`src/rtl/edge_pkg.sv`:
```
// rtl/edge_pkg.sv - shared types, defaults and edge qualification for multi_edge_capture
package edge_pkg;

  typedef enum logic [1:0] {
    EDGE_OFF  = 2'b00,
    EDGE_RISE = 2'b01,
    EDGE_FALL = 2'b10,
    EDGE_BOTH = 2'b11
  } edge_mode_e;

  localparam int unsigned DEF_CHANNELS        = 8;
  localparam int unsigned DEF_SYNC_STAGES     = 2;
  localparam int unsigned DEF_DEBOUNCE_CYCLES = 4;
  localparam int unsigned DEF_CNT_W           = 8;

  function automatic logic edge_qualify(input edge_mode_e mode, input logic filt,
                                        input logic prev);
    logic rise_en;
    logic fall_en;
    rise_en = (mode == EDGE_RISE) || (mode == EDGE_BOTH);
    fall_en = (mode == EDGE_FALL) || (mode == EDGE_BOTH);
    return (rise_en & filt & ~prev) | (fall_en & ~filt & prev);
  endfunction

endpackage

```
`src/rtl/edge_chan.sv`:
```
// rtl/edge_chan.sv - one capture channel: synchroniser, optional debounce (EDGE_DEBOUNCE_EN), qualify, pending, counter
module edge_chan
  import edge_pkg::*;
#(
  parameter int unsigned SYNC_STAGES     = DEF_SYNC_STAGES,
`ifdef EDGE_DEBOUNCE_EN
  parameter int unsigned DEBOUNCE_CYCLES = DEF_DEBOUNCE_CYCLES,
`endif
  parameter int unsigned CNT_W           = DEF_CNT_W
) (
  input  logic             clk_i,
  input  logic             rst_ni,
  input  logic             pulse_i,
  input  logic [1:0]       mode_i,
  input  logic             clear_i,
  output logic             edge_o,
  output logic             pending_o,
  output logic [CNT_W-1:0] count_o,
  output logic             pending_next_o
);

  logic [SYNC_STAGES-1:0] sync_q;
  logic                   sync_lvl;
  logic                   filt;
  logic                   prev_q;
  logic                   edge_d;
  logic [CNT_W-1:0]       count_next;
  edge_mode_e             mode;

  always_ff @(posedge clk_i) begin
    if (!rst_ni) begin
      sync_q <= '0;
    end else begin
      sync_q <= {sync_q[SYNC_STAGES-2:0], pulse_i};
    end
  end

  assign sync_lvl = sync_q[SYNC_STAGES-1];

`ifdef EDGE_DEBOUNCE_EN
  localparam int unsigned DB_W = $clog2(DEBOUNCE_CYCLES + 1);
  localparam logic [DB_W-1:0] DB_LAST = DB_W'(DEBOUNCE_CYCLES - 1);

  logic [DB_W-1:0] db_cnt_q;
  logic            filt_q;

  // The filtered level only follows the synchroniser after it has disagreed for a full run.
  always_ff @(posedge clk_i) begin
    if (!rst_ni) begin
      db_cnt_q <= '0;
      filt_q   <= 1'b0;
    end else if (sync_lvl == filt_q) begin
      db_cnt_q <= '0;
    end else if (db_cnt_q == DB_LAST) begin
      db_cnt_q <= '0;
      filt_q   <= sync_lvl;
    end else begin
      db_cnt_q <= db_cnt_q + DB_W'(1);
    end
  end

  assign filt = filt_q;
`else
  assign filt = sync_lvl;
`endif

  assign mode = edge_mode_e'(mode_i);

  always_comb begin
    edge_d         = edge_qualify(mode, filt, prev_q);
    pending_next_o = edge_d | (pending_o & ~clear_i);
    count_next     = count_o;
    if (clear_i) begin
      count_next = edge_d ? CNT_W'(1) : '0;
    end else if (edge_d && (count_o != {CNT_W{1'b1}})) begin
      count_next = count_o + CNT_W'(1);
    end
  end

  // prev tracks the filtered level even while the channel is off, so enabling never shows a stale edge.
  always_ff @(posedge clk_i) begin
    if (!rst_ni) begin
      prev_q    <= 1'b0;
      edge_o    <= 1'b0;
      pending_o <= 1'b0;
      count_o   <= '0;
    end else begin
      prev_q    <= filt;
      edge_o    <= edge_d;
      pending_o <= pending_next_o;
      count_o   <= count_next;
    end
  end

endmodule

```
`src/rtl/multi_edge_capture.sv`:
```
// rtl/multi_edge_capture.sv - multi-channel edge capture with interrupt; debounce built when EDGE_DEBOUNCE_EN is defined
module multi_edge_capture
  import edge_pkg::*;
#(
  parameter int unsigned CHANNELS        = DEF_CHANNELS,
  parameter int unsigned SYNC_STAGES     = DEF_SYNC_STAGES,
  parameter int unsigned DEBOUNCE_CYCLES = DEF_DEBOUNCE_CYCLES,
  parameter int unsigned CNT_W           = DEF_CNT_W
) (
  input  logic                      clk_i,
  input  logic                      rst_ni,
  input  logic [CHANNELS-1:0]       pulse_i,
  input  logic [2*CHANNELS-1:0]     mode_i,
  input  logic [CHANNELS-1:0]       clear_i,
  output logic [CHANNELS-1:0]       edge_o,
  output logic [CHANNELS-1:0]       pending_o,
  output logic [CHANNELS*CNT_W-1:0] count_o,
  output logic                      irq_o
);

  logic [CHANNELS-1:0] pending_next;

  // Illegal parameter sets build an inert block rather than half-working channels.
  if (CHANNELS >= 1 && SYNC_STAGES >= 2 && DEBOUNCE_CYCLES >= 1 && CNT_W >= 1) begin : g_cfg_ok
    for (genvar c = 0; c < CHANNELS; c++) begin : g_chan
      edge_chan #(
        .SYNC_STAGES    (SYNC_STAGES),
`ifdef EDGE_DEBOUNCE_EN
        .DEBOUNCE_CYCLES(DEBOUNCE_CYCLES),
`endif
        .CNT_W          (CNT_W)
      ) u_chan (
        .clk_i          (clk_i),
        .rst_ni         (rst_ni),
        .pulse_i        (pulse_i[c]),
        .mode_i         (mode_i[2*c +: 2]),
        .clear_i        (clear_i[c]),
        .edge_o         (edge_o[c]),
        .pending_o      (pending_o[c]),
        .count_o        (count_o[c*CNT_W +: CNT_W]),
        .pending_next_o (pending_next[c])
      );
    end
  end else begin : g_cfg_bad
    assign edge_o       = '0;
    assign pending_o    = '0;
    assign count_o      = '0;
    assign pending_next = '0;
  end

  // Built from the next-state pending bits so irq_o changes on the same edge as pending_o.
  always_ff @(posedge clk_i) begin
    if (!rst_ni) begin
      irq_o <= 1'b0;
    end else begin
      irq_o <= |pending_next;
    end
  end

endmodule
```
`config.mk`:
```
export PLATFORM = sky130hd
export DESIGN_NAME = multi_edge_capture
export DESIGN_NICKNAME = d
export VERILOG_FILES = /design/src/rtl/edge_pkg.sv /design/src/rtl/edge_chan.sv /design/src/rtl/multi_edge_capture.sv
export SDC_FILE = /design/constraint.sdc
export NUM_CORES = 1
export LEC_CHECK = 0
export BUFFER_PORTS_ARGS = -buffer_cell sky130_fd_sc_hd__buf_2
export CORE_AREA = 2 2 112 114
export CTS_CLUSTER_DIAMETER = 40
export CTS_CLUSTER_SIZE = 24
export DETAILED_ROUTE_END_ITERATION = 7
export DIE_AREA = 0 0 114 116
export GPL_TIMING_DRIVEN = 1
export PLACE_DENSITY = 0.61
export SLEW_MARGIN = 25
export SYNTH_ARGS = -nofsm -noshare
export SYNTH_HDL_FRONTEND = slang
export SYNTH_SLANG_ARGS = --single-unit
```
`constraint.sdc`:
```
create_clock -name clk_i -period 2.1 [get_ports clk_i]
set_input_delay 0 -clock clk_i [delete_from_list [all_inputs] [get_ports clk_i]]
set_output_delay 0 -clock clk_i [all_outputs]
set_load 0.02 [all_outputs]
```
==> results of run 1 <==
## what timing repair did
action                                 CTS  global route
hold buffers                            14             0
endpoints found under the hold margin   13             0
gates resized for setup                  0             0
## final cells by class
| class | instances | area share (%) |
|---|---|---|
| well taps | 147 | 3.18 |
| repair buffers | 133 | 13.0 |
| flip-flops and latches | 105 | 36.4 |
| inverters | 14 | 0.910 |
| clock buffers | 13 | 4.33 |
| clock inverters | 3 | 0.693 |
| multi-input cells | 383 | 41.5 |
## cell families (layout without fill, tap and decap cells)
family	after synthesis	count (layout)	synth area share, %
XOR/XNOR	2	2	0.370
AO/OA/AOI/OAI	134	134	19.4
flip-flops	105	105	44.4
AND/OR/NAND/NOR	230	230	26.8
buffers and inverters	42	163	4.94
adder cells (fa/ha/maj)	8	8	2.11
multiplexers	9	9	1.96
## power groups by stage
| stage | Sequential [mW] | Combinational [mW] | Clock [mW] |
|---|---|---|---|
| 2_1_floorplan | 2.10 | 0.134 | 0 |
| 3_3_place_gp | 2.09 | 0.222 | 0 |
| 3_5_place_dp | 2.09 | 0.224 | 0 |
| 4_1_cts | 2.05 | 0.244 | 1.72 |
| 5_1_grt | 2.05 | 0.269 | 1.79 |
| 6_report | 2.05 | 0.242 | 1.66 |
## sequential cells by signal, summed over array words and instances, names as in the netlist
signal and cells:
g_cfg_ok.g_chan.u_chan.prev_q 8, g_cfg_ok.g_chan.u_chan.count_o 64, g_cfg_ok.g_chan.u_chan.pending_o 8, g_cfg_ok.g_chan.u_chan.edge_o 8, irq_o 1, g_cfg_ok.g_chan.u_chan.sync_q 16
## layer usage
layer | share of wire, % | vias to the layer above
li1 | - | 2186
met1 | 47 | 2017
met2 | 45 | 134
met3 | 6.1 | 19
met4 | 2.3 | 0
met5 | 0 | -
## critical path, stage by stage, from the launching register on
cell	delay [ps]
dfxtp_1	400
ha_1	270
and4_1	250
a22o_1	320
mux2_2	370
nor2b_1	120
## Yosys cell counts (9+ instances only)
master / count / area [um2]
dfxtp_1: 105 / 2100
nand2_1: 42 / 158
a21oi_1: 39 / 195
nor2_1: 36 / 135
nand3_1: 30 / 150
and2_1: 24 / 150
o21ai_0: 19 / 95.1
buf_4: 16 / 120
nand3b_1: 16 / 120
nor2b_1: 14 / 87.6
inv_1: 13 / 48.8
nor4_1: 10 / 62.6
or3_1: 10 / 62.6
or4_1: 10 / 75.1
clkbuf_1: 9 / 33.8
o31ai_1: 9 / 67.6
## through the flow
stage | hold slack [ps] | util [%] | area (um2)
floorplan | 122 | - | 4740
global placement | 206 | 44.9 | 5350
detailed placement | 212 | 44.9 | 5350
CTS | 0.186 | 48.5 | 5780
global route | 18.8 | 48.5 | 5780
finish | 1.05 | 48.5 | 5780
## how the worst min path moves through the flow
| stage | to | cells after the start | start | slack [ps] |
|---|---|---|---|---|
| detailed placement | g_cfg_ok.g_chan[3].u_chan.sync_q[0] | 2 | pulse_i[3] | 210 |
| global placement | g_cfg_ok.g_chan[3].u_chan.sync_q[0] | 2 | pulse_i[3] | 210 |
| finish | g_cfg_ok.g_chan[3].u_chan.count_o[0] | 3 | clear_i[3] | 1 |
| floorplan | g_cfg_ok.g_chan[5].u_chan.sync_q[0] | 1 | pulse_i[5] | 120 |
| CTS | g_cfg_ok.g_chan[7].u_chan.count_o[0] | 4 | clear_i[7] | 0.2 |
| global route | g_cfg_ok.g_chan[7].u_chan.pending_o | 3 | clear_i[7] | 20 |
==> metrics.csv, run 1 <==
stage,metric,value,unit
synth,yosysWarnings,0,
final_layout,area.sequential,2100,um2
die,rows,40,
synth,async_flop_share,0,%
final_layout,fin_nets,688,
worst_setup_path,arrival,2060,ps
timing,max_freq,545,MHz
power_and_ir_drop,clkPwrFrac,42.0,%
grt,gr-total-overflow,0,
drt,drt_wl_total,11400,um
power_and_ir_drop,swShare,21.9,%
drt,first_pass_iters,4,
place,place_congestion,0.881,
cts,cts_max_path_buffers,2,
cts,root_buffer,clkbuf_16,
timing,setup_ws,265,ps
power_and_ir_drop,p_int,3.08,mW
grt,antenna_found_initial,0,
power_and_ir_drop,p_total,3.95,mW
worst_setup_path,critPathCapture,g_cfg_ok.g_chan[2].u_chan.count_o[1],
grt,groute.layer.met1.usage,22.8,%
timing,slew_headroom,59.6,%
synth,avgSynthCellArea,8.94,um2
cts,clock_latency,340,ps
worst_setup_path,end_kind,register,
final_layout,antenna_cells,0,
cts,cts_sinks,105,
timing,slew_viol_final,0,
drt,drc_errors,0,
power_and_ir_drop,p_switching,0.866,mW
power_and_ir_drop,p_seq_share,51.9,%
grt,grt_max_degree,19,
timing,setup_violations,0,
cts,post_cts_buffers,0,
grt,grt_use_met2,28.4,%
final_layout,stdcell_count,798,
timing,hold_viol,0,
synth,post_synth_num_cell_types,57,
place,place_inst,768,
cts,cts_tree,done,
worst_setup_path,required,2330,ps
drt,vias,4356,
power_and_ir_drop,peakVddDrop,0.387,mV
timing,tns,0,ps
final_layout,mostFrequentLayoutCells,"buf_2, dfxtp_1, nand2_1, a21oi_1, nor2_1",
final_layout,fill_cells,1166,
synth,synth_top_flop_cell,dfxtp_1,
place,pre_cts_ws,309,ps
die,ios,115,
timing,worst_pin_slew,601,ps
final_layout,layout_commonest_cell,buf_2,
synth,ys_ff_latch,105,
worst_setup_path,r2r-end,g_cfg_ok.g_chan[2].u_chan.count_o[1],
worst_setup_path,crit_type,reg2reg,
final_layout,multi_input_area,2400,um2
grt,grt_pass1_vias,4037,
power_and_ir_drop,p_leak,2.33,nW
grt,grt.busiest_layer,met2,
die,fp.coreArea,11900,um2
cts,cts.reportedPaths.clkPinSlew,70,ps
place,hpwl,8340,um
timing,post-route-period-util,87.4,%
synth,yosysSeqAreaShare,44.4,%
timing,finalCriticalPeriod,1840,ps
grt,use_met3,4.24,%
power_and_ir_drop,power_per_cell_area,683,nW/um2
die,die_h,116,um
worst_setup_path,r2r_slack,260,ps
synth,synth_fp_nets,572,
drt,via_per_inst,5.46,
grt,track_usage,17.7,%
final_layout,drive_gt1_share,22.6,%
timing,fin_skew,5.01,ps
power_and_ir_drop,comb_power_share,6.1,%
cts,cts_buffers,9,
grt,grt_pass1_wl,19000,um
synth,synth_edf_count,0,
drt,wl_per_cell,14.3,um
worst_setup_path,critPathLaunch,g_cfg_ok.g_chan[2].u_chan.count_o[0],
worst_setup_path,worstPathMaxFanout,10,
die,die_w,114,um
worst_setup_path,cp-start-kind,register,
hold_path,hp-class,in2reg,
timing,grt_setup_unrepaired,false,
drt,drtIter0Drc,264,
synth,synth_area,4740,um2
die,initial_core_util,39.8,%
cts,cts_max_level,3,
drt,final_antenna_net_count,0,
synth,postSynthCellCount,530,
final_layout,area_growth,22.0,%
worst_setup_path,r2r_start,g_cfg_ok.g_chan[2].u_chan.count_o[0],
die,die_area,13200,um2
worst_setup_path,r2r_cells,5,
place,port_buffers,114,
job,maxCapViolations,0,
run_status,status,completed,
Note: power is estimated with default switching activity, not from simulation.
==> run 2: changes to the inputs <==
CORE_AREA = 2 2 101 127   (was 2 2 112 114)
DIE_AREA = 0 0 103 129   (was 0 0 114 116)
SETUP_SLACK_MARGIN = 0.15   (was unset)
SYNTH_HIERARCHICAL = 1   (was unset)
==> metrics.csv, run 2 <==
stage,metric,value,unit
cts,post_cts_buffers,0,
drt,vias,4411,
worst_setup_path,required,2310,ps
worst_setup_path,cp-start-kind,register,
final_layout,drive_gt1_share,23.0,%
synth,yosysSeqAreaShare,44.4,%
synth,post_synth_num_cell_types,31,
timing,worst_pin_slew,660,ps
synth,synth_most_common_cell,dfxtp_1,
die,die_area,13300,um2
cts,cts.reportedPaths.clkPinSlew,60,ps
power_and_ir_drop,peakVddDrop,0.362,mV
timing,slew_viol_final,0,
synth,avgSynthCellArea,8.90,um2
synth,synth_fp_nets,574,
drt,drt_wl_total,11400,um
cts,cts_resized,0,
worst_setup_path,crit_type,reg2reg,
worst_setup_path,crit_path_cell_trace,"ha_1, nand3_1, nor2_1, nor4_1, mux2i_1",
power_and_ir_drop,p_switching,0.883,mW
grt,grt_max_degree,41,
timing,tns,0,ps
die,initial_core_util,39.3,%
worst_setup_path,cpMaxStageDelayCell,dfxtp_1,
power_and_ir_drop,swShare,22.0,%
final_layout,largest_register_ffs,64,
run_status,status,completed,
cts,root_buffer,clkbuf_16,
grt,grt_pass1_wl,18300,um
hold_path,min_from,clear_i[1],
synth,async_flop_share,0,%
synth,yosys-top-cells-count,"dfxtp_1, nand2_1, and2_1",
power_and_ir_drop,p_int,3.13,mW
synth,synth_area_leaders,"dfxtp_1, nand2_1, and2_1",
final_layout,mostFrequentLayoutCells,"buf_2, dfxtp_1, nand2_1, and2_1",
worst_setup_path,worst-path-buf-inv,0,
timing,post-route-period-util,78.1,%
cts,cts_tree,done,
synth,yosysTopAreaCell,dfxtp_1,
synth,postSynthCellCount,532,
drt,first_pass_iters,4,
timing,max_freq,609,MHz
die,rows,45,
power_and_ir_drop,power_per_cell_area,670,nW/um2
final_layout,fin_nets,716,
worst_setup_path,worstPathMaxFanout,8,
worst_setup_path,r2r_start,g_cfg_ok.g_chan[4].u_chan/count_o[0],
drt,via_per_inst,5.23,
power_and_ir_drop,p_seq_share,51.1,%
die,fp.coreArea,12000,um2
cts,cts_max_level,3,
die,die_w,103,um
die,ios,115,
final_layout,area_growth,26.3,%
final_layout,antenna_cells,0,
cts,cts_max_path_buffers,2,
timing,grt_setup_unrepaired,false,
timing,setup_ws,459,ps
cts,cts_sinks,105,
timing,fin_skew,5.23,ps
power_and_ir_drop,comb_power_share,6.1,%
place,port_buffers,114,
place,hpwl,8480,um
timing,finalCriticalPeriod,1640,ps
grt,track_usage,17.1,%
place,pre_cts_ws,504,ps
cts,clock_latency,340,ps
worst_setup_path,arrival,1850,ps
grt,antenna_found_initial,0,
final_layout,reg_top3,"g_cfg_ok.g_chan.u_chan/count_o x64, g_cfg_ok.g_chan.u_chan/sync_q x16",
final_layout,fill_cells,1210,
power_and_ir_drop,p_leak,2.37,nW
die,die_h,129,um
synth,synth_area,4730,um2
worst_setup_path,end_kind,register,
grt,grt_pass1_vias,4022,
synth,synth_top_flop_cell,dfxtp_1,
drt,wl_per_cell,13.5,um
worst_setup_path,critPathMaxStageDelay,430,ps
timing,setup_violations,0,
final_layout,regMostFlops,g_cfg_ok.g_chan.u_chan/count_o,
worst_setup_path,crit_family,simple AND/OR/NAND/NOR gates,
synth,yosysTopAreaCellShare,44.4,%
synth,yosysWarnings,6,
synth,ys_ff_latch,105,
job,maxCapViolations,0,
grt,gr-total-overflow,0,
timing,slew_headroom,56.0,%
synth,synth_edf_count,0,
hold_path,hp-class,in2reg,
worst_setup_path,critPathLaunch,g_cfg_ok.g_chan[4].u_chan/count_o[0],
power_and_ir_drop,clkPwrFrac,42.8,%
final_layout,layout_commonest_cell,buf_2,
drt,final_antenna_net_count,0,
drt,drc_errors,0,
timing,hold_viol,0,
place,place_congestion,0.833,
cts,cts_buffers,9,
drt,drtIter0Drc,146,
[run 2: cells by family after synthesis]
group / synth area share, %
compound gates: 16.4
buf+inv: 1.27
mux: 3.38
simple gates: 32.4
flops: 44.4
fa+ha+maj: 2.11
[run 2: path summary, 6_finish.rpt]
path                                           to  slack, ps  cells past startpoint
max          g_cfg_ok.g_chan[4].u_chan/count_o[5]        460                      5
min          g_cfg_ok.g_chan[1].u_chan/count_o[0]         10                      3
max reg2reg  g_cfg_ok.g_chan[4].u_chan/count_o[5]        460                      5
min reg2reg   g_cfg_ok.g_chan[3].u_chan/sync_q[1]        440                      1
[run 2: metrics by stage]
stage | cells | utilization, % | hold WS, ps | total power, mW | area (um2)
floorplan | 532 | - | 122 | 2.21 | 4730
global placement | 813 | 45.9 | 208 | 2.32 | 5530
detailed placement | 813 | 45.9 | 210 | 2.32 | 5530
CTS | 843 | 49.6 | 1.79 | 4.07 | 5980
global route | 843 | 49.6 | 26.8 | 4.17 | 5980
finish | 843 | 49.6 | 11.0 | 4.01 | 5980
[run 2: cell type report]
cell class / instances / area, um2 / share of cell area [%]
Clock buffer: 12 / 256 / 4.29
Clock inverter: 4 / 51.3 / 0.858
Inverter: 16 / 60.1 / 1.00
Multi-Input combinational cell: 411 / 2570 / 43.0
Sequential cell: 105 / 2100 / 35.1
Tap cell: 164 / 205 / 3.43
Timing Repair Buffer: 131 / 733 / 12.3
[run 2: power groups by stage]
| stage | combinational [mW] | sequential [mW] | clock, mW |
|---|---|---|---|
| final | 0.245 | 2.05 | 1.72 |
| after global routing | 0.275 | 2.05 | 1.84 |
| after CTS | 0.251 | 2.05 | 1.78 |
| after detailed placement | 0.230 | 2.09 | 0 |
| after floorplan | 0.104 | 2.11 | 0 |
| after global placement | 0.226 | 2.09 | 0 |
[run 2: routing by layer]
layer / GRT usage, % / up-vias / part of all wire [%]
li1: - / 2265 / -
met1: 20.9 / 2029 / 45
met2: 28.6 / 99 / 47
met3: 3.42 / 18 / 5.3
met4: 7.51 / 0 / 2.2
met5: 0 / - / 0
[run 2: timing repair]
action                                  in CTS  in global routing
endpoints found under the hold margin       14                  0
endpoints found under the setup margin       0                  0
hold buffers                                14                  0
[run 2: tightest hold or removal path, stage by stage]
cell and delay, ps:
buf_2 120, nand3b_1 110, o2bb2ai_1 70
